File: config.mk
export PLATFORM = sky130hd
export DESIGN_NAME = rr_reg_arbiter
export DESIGN_NICKNAME = d
export VERILOG_FILES = /design/src/rtl/rr_reg_arbiter_pkg.sv /design/src/rtl/rr_reg_arbiter_pick.sv /design/src/rtl/rr_reg_arbiter.sv
export SDC_FILE = /design/constraint.sdc
export NUM_CORES = 1
export LEC_CHECK = 0
export BUFFER_PORTS_ARGS = -buffer_cell sky130_fd_sc_hd__buf_2
export CORE_MARGIN = 2
export CORE_UTILIZATION = 40
export CTS_CLUSTER_DIAMETER = 80
export CTS_CLUSTER_SIZE = 8
export DETAILED_ROUTE_END_ITERATION = 7
export MAX_ROUTING_LAYER = met4
export PLACE_DENSITY = 0.87
export SETUP_SLACK_MARGIN = 0.05
export SLEW_MARGIN = 40
export SYNTH_ARGS = -nofsm -noshare
export SYNTH_HDL_FRONTEND = slang
export SYNTH_HIERARCHICAL = 1
export SYNTH_SLANG_ARGS = --single-unit
File: constraint.sdc
create_clock -name clk -period 5.3 [get_ports clk]
set_clock_uncertainty 0.2 [all_clocks]
set_input_delay 1.06 -clock clk [delete_from_list [all_inputs] [get_ports clk]]
set_output_delay 1.06 -clock clk [all_outputs]
set_load 0.05 [all_outputs]
File: src/rtl/rr_reg_arbiter_pkg.sv
// Shared helpers for the round-robin register arbiter.
// Holds only the constant clog2 used to size the rr pointer.
package rr_reg_arbiter_pkg;

   function automatic int clog2(input int v);
      int r;
      r = 0;
      while ((1 << r) < v) r++;
      return r;
   endfunction

endpackage

File: src/rtl/rr_reg_arbiter_pick.sv
// Combinational round-robin pick: first eligible index at or after ptr.
// The doubled vector lets a plain priority scan handle the wrap.
module arb_rr_pick
   import rr_reg_arbiter_pkg::*;
#(
   parameter int N  = 4,
   parameter int PW = 2
) (
   input  logic [N-1:0]  eligible,
   input  logic [PW-1:0] ptr,
   output logic [N-1:0]  grant,
   output logic [PW-1:0] index
);

   logic [N-1:0]   hi_mask;
   logic [2*N-1:0] dbl;
   logic           found;

   always_comb begin
      for (int i = 0; i < N; i++) begin
         hi_mask[i] = (i >= int'(ptr));
      end
   end

   // Lower copy masked below ptr; upper copy supplies the wrapped indices
   assign dbl = {eligible, eligible & hi_mask};

   always_comb begin
      grant = '0;
      index = '0;
      found = 1'b0;
      for (int j = 0; j < 2*N; j++) begin
         if (!found && dbl[j]) begin
            found = 1'b1;
            index = PW'(j % N);
            grant[j % N] = 1'b1;
         end
      end
   end

endmodule

File: src/rtl/rr_reg_arbiter.sv
// Round-robin arbiter feeding one shared DW-bit holding register.
// Winner is captured on load; downstream drains it under valid/ready.
module rr_reg_arbiter
   import rr_reg_arbiter_pkg::*;
#(
   parameter int N  = 4,
   parameter int DW = 32
) (
   input  logic            clk,
   input  logic            nreset,
   input  logic [N-1:0]    en,
   input  logic [N-1:0]    req_valid,
   input  logic [N*DW-1:0] req_data,
   output logic [N-1:0]    req_ready,
   output logic            out_valid,
   output logic [DW-1:0]   out_data,
   output logic [N-1:0]    out_grant,
   input  logic            out_ready
);

   localparam int PW = clog2(N);

   logic [N-1:0]  elig;
   logic [N-1:0]  pick_grant;
   logic [PW-1:0] pick_idx;
   logic          any_elig;
   logic          load;
   logic          accept;

   logic          valid_q, valid_d;
   logic [DW-1:0] data_q,  data_d;
   logic [N-1:0]  grant_q, grant_d;
   logic [PW-1:0] ptr_q,   ptr_d;

   assign elig     = req_valid & en;
   assign any_elig = |elig;
   assign load     = ~valid_q | out_ready;
   assign accept   = load & any_elig;

   arb_rr_pick #(
      .N  (N),
      .PW (PW)
   ) u_pick (
      .eligible (elig),
      .ptr      (ptr_q),
      .grant    (pick_grant),
      .index    (pick_idx)
   );

   // Ready is suppressed while reset is asserted
   assign req_ready = (accept & nreset) ? pick_grant : '0;

   always_comb begin
      valid_d = valid_q;
      data_d  = data_q;
      grant_d = grant_q;
      ptr_d   = ptr_q;
      if (load) begin
         valid_d = any_elig;
         grant_d = any_elig ? pick_grant : '0;
         if (any_elig) begin
            data_d = req_data[pick_idx*DW +: DW];
            ptr_d  = (pick_idx == PW'(N - 1)) ? '0 : pick_idx + PW'(1);
         end
      end
   end

   always_ff @(posedge clk or negedge nreset) begin
      if (!nreset) begin
         valid_q <= 1'b0;
         data_q  <= '0;
         grant_q <= '0;
         ptr_q   <= '0;
      end else begin
         valid_q <= valid_d;
         data_q  <= data_d;
         grant_q <= grant_d;
         ptr_q   <= ptr_d;
      end
   end

   assign out_valid = valid_q;
   assign out_data  = data_q;
   assign out_grant = grant_q;

endmodule

==> metrics.md <==
| Metric | Value |
|---|---|
| Run status | `finished clean` |
| Synth-to-Final Area Change | `39.6%` |
| Clock tree sinks | `39` |
| Clock transition at the registers of the reported paths | `0.08 ns` |
| 1st-iter DRT viols | `63` |
| Worst-path fanout max | `15` |
| Max Cap Viol | `0` |
| GRT Overall Usage | `0.206` |
| Grt met2 use | `0.392` |
| Most used cell, CP | `buf_2` |
| Number of fill cells | `540` |
| Unrepaired setup endpoints after global routing | `no` |
| Pin slew with the least headroom to its limit | `0.630 ns` |
| Gr ovfl total | `0` |
| Worst Path Required | `4.04 ns` |
| Worst-path cell chain | `buf_2 -> and2_1 -> o31a_2 -> and3_1 -> buf_2` |
| First-pass GRT wire length | `11100 um` |
| Final period util | `0.692` |
| Die Ht | `83.9 um` |
| Maximum VDD drop | `0.334 mV` |
| Htree depth | `2` |
| Startpoint Class | `input port` |
| Max Fclk | `273 MHz` |
| # diodes | `0` |
| CTS Buf Count | `5` |
| Slowest stage cell, crit path | `o31a_2` |
| Slew Limit Fails | `0` |
| Post_cts resized | `0` |
| Reg2Reg Setup Slack | `2.26 ns` |
| Core area | `6280 um2` |
| Worst Hold Class | `flip-flop to flip-flop` |
| Final nets | `488` |
| Layout cells sized above 1 | `0.748` |
| # IOs | `180` |
| Synth Instances | `171` |
| HPWL Detailed | `5520 um` |
| Post-synthesis cell type count | `27` |
| Seq/Total Area, Yosys | `0.382` |
| Drt via density | `5.28` |
| Leakage power | `0.00176 uW` |
| Worst-skew pair later-pin latency | `0.28 ns` |
| Wire per inst | `16.3 um` |
| Initial cell density of the core | `0.407` |
| CTS root buf | `clkbuf_8` |
| Initial antenna violation count | `0` |
| CP Buf/Inv Count | `2` |
| Crit-path max cell delay | `0.55 ns` |
| Crit path DAT | `2.41 ns` |
| Synth Register Bits | `39` |
| Global routing met1 resource utilization | `0.214` |
| Met3 GRT Util | `0.0435` |
| Post-synthesis net count | `311` |
| Slew HR | `0.580` |
| Post-synth EDFFs | `0` |
| CTS Buffer Depth | `2` |
| PortBufs | `179` |
| Most used DFF post-synth | `dfrtp_1` |
| Std cell rows | `29` |
| Power density over the cells | `480 nW/um2` |
| Fin. Hold Viols | `0` |
| Vias in the first global route | `2346` |
| Total wire length | `6960 um` |
| Crit end category | `primary output` |
| TritonCTS clock tree | `yes` |
| Kind of critical path | `input port to primary output` |
| Minimum clock period | `3.67 ns` |
| Largest net degree at the start of global routing | `37` |
| DRC Markers | `0` |
| Endpoints failing setup | `0` |
| GRT busiest layer | `met2` |
| DR pass1 iterations | `4` |
| Yosys warning total | `6` |
| ANT nets after route | `0` |
| Routability cong. | `0.762` |
| DIE AREA | `7050 um2` |
| FFs w/ async S/R, synth | `1.00` |
| Post-CTS setup buffer count | `0` |
| Worst hold margin | `0.285 ns` |
| Total number of vias | `2250` |
| Post-Syn Area | `2560 um2` |
| Synthesized area per cell | `14.9 um2` |
| Setup tns final | `0 ns` |
| Delay-heaviest family, CP | `compound AO/OA/AOI/OAI gates` |
| Post-CTS Hold Fix Bufs | `0` |
| Finished Core Util | `0.568` |
| Chip Width | `83.9 um` |
-- power breakdown --
group	leakage (uW)	switching [uW]	total [uW]	internal, uW
sequential	0.000460	80.0	495	415
clock	0.0000422	104	196	92.5
combinational	0.00125	633	1020	389
-- placed cells by master, fill, tap and decap left out, drive strengths merged --
| cell | count |
|---|---|
| ha | 1 |
| buf | 182 |
| o21ai | 8 |
| nand2b | 2 |
| and2 | 4 |
| nor3b | 1 |
| mux4 | 32 |
| and2b | 1 |
| o221a | 1 |
| inv | 2 |
| clkinv | 1 |
| and3 | 5 |
| o31a | 3 |
| nor2b | 3 |
| mux2 | 34 |
| a21oi | 2 |
| clkbuf | 7 |
| nor3 | 4 |
| o22a | 1 |
| nor2 | 5 |
| a22o | 1 |
| nand2 | 9 |
| o311a | 1 |
| dfrtp | 39 |
-- layout make-up --
type	count	area, um2	area share
clock buffers	7	76.3	0.0214
clock inverters	1	5.00	0.00140
inverters	2	7.51	0.00210
multi-input cells	118	1490	0.417
flip-flops and latches	39	976	0.273
well taps	77	96.3	0.0270
repair buffers	182	918	0.257
-- final timing paths --
path	end	cells after the start	from
setup / recovery	req_ready[0]	5	req_valid[0]
hold / removal	out_grant[2]	2	out_grant[2]
setup reg to reg	out_data[0]	6	ptr_q[1]
hold reg to reg	out_grant[2]	2	out_grant[2]
max in group asynchronous	out_data[28]	2	nreset
min in group asynchronous	out_grant[1]	1	nreset
-- metal layers --
metal  wire length, um  vias to the layer above
li1                  -                     1025
met1              2540                     1112
met2              3950                      107
met3               413                        6
met4                54                        0
met5                 0                        -
-- registers in the layout, summed over array words and instances (netlist names) --
| register | cells |
|---|---|
| out_data | 32 |
| out_grant | 4 |
| out_valid | 1 |
| ptr_q | 2 |
-- worst min-delay path: cells and delay by family, from the launching register on --
family,cells,cell delay [ns]
DFF,1,0.35
and+or+nand+nor,1,0.04
AOI/OAI and AO/OA,1,0.06
-- cells by family after synthesis --
family	count (synthesis)	synth area share
buf+inv	14	0.0396
fa+ha+maj	1	0.00489
simple gates	34	0.0729
compound gates	17	0.0455
flops	39	0.382
mux	66	0.455
-- stage by stage --
stage	instance area, um2	total power (uW)	std cells	worst slack [ns]
3_3_place_gp	3480	1500	418	1.42
2_1_floorplan	2560	1300	171	1.80
4_1_cts	3560	1730	426	1.62
6_report	3570	1710	426	1.63
5_1_grt	3570	1810	426	1.45
3_5_place_dp	3480	1530	418	1.31
-- cell usage after synthesis, types with 2 or more instances --
| cell type | n | share of area |
|---|---|---|
| mux2_4 | 16 | 0.094 |
| buf_2 | 3 | 0.0059 |
| nor3_1 | 4 | 0.0078 |
| buf_1 | 3 | 0.0044 |
| dfrtp_1 | 39 | 0.38 |
| a21oi_1 | 2 | 0.0039 |
| and3_1 | 5 | 0.012 |
| nand2b_1 | 2 | 0.0049 |
| o21ai_0 | 8 | 0.016 |
| o31a_1 | 3 | 0.010 |
| buf_6 | 6 | 0.026 |
| mux4_2 | 32 | 0.28 |
| and2_1 | 4 | 0.0098 |
| inv_1 | 2 | 0.0029 |
| nand2_1 | 9 | 0.013 |
| mux2_2 | 18 | 0.079 |
| nor2_1 | 5 | 0.0073 |
No activity file was read; power rests on OpenSTA's default activity.
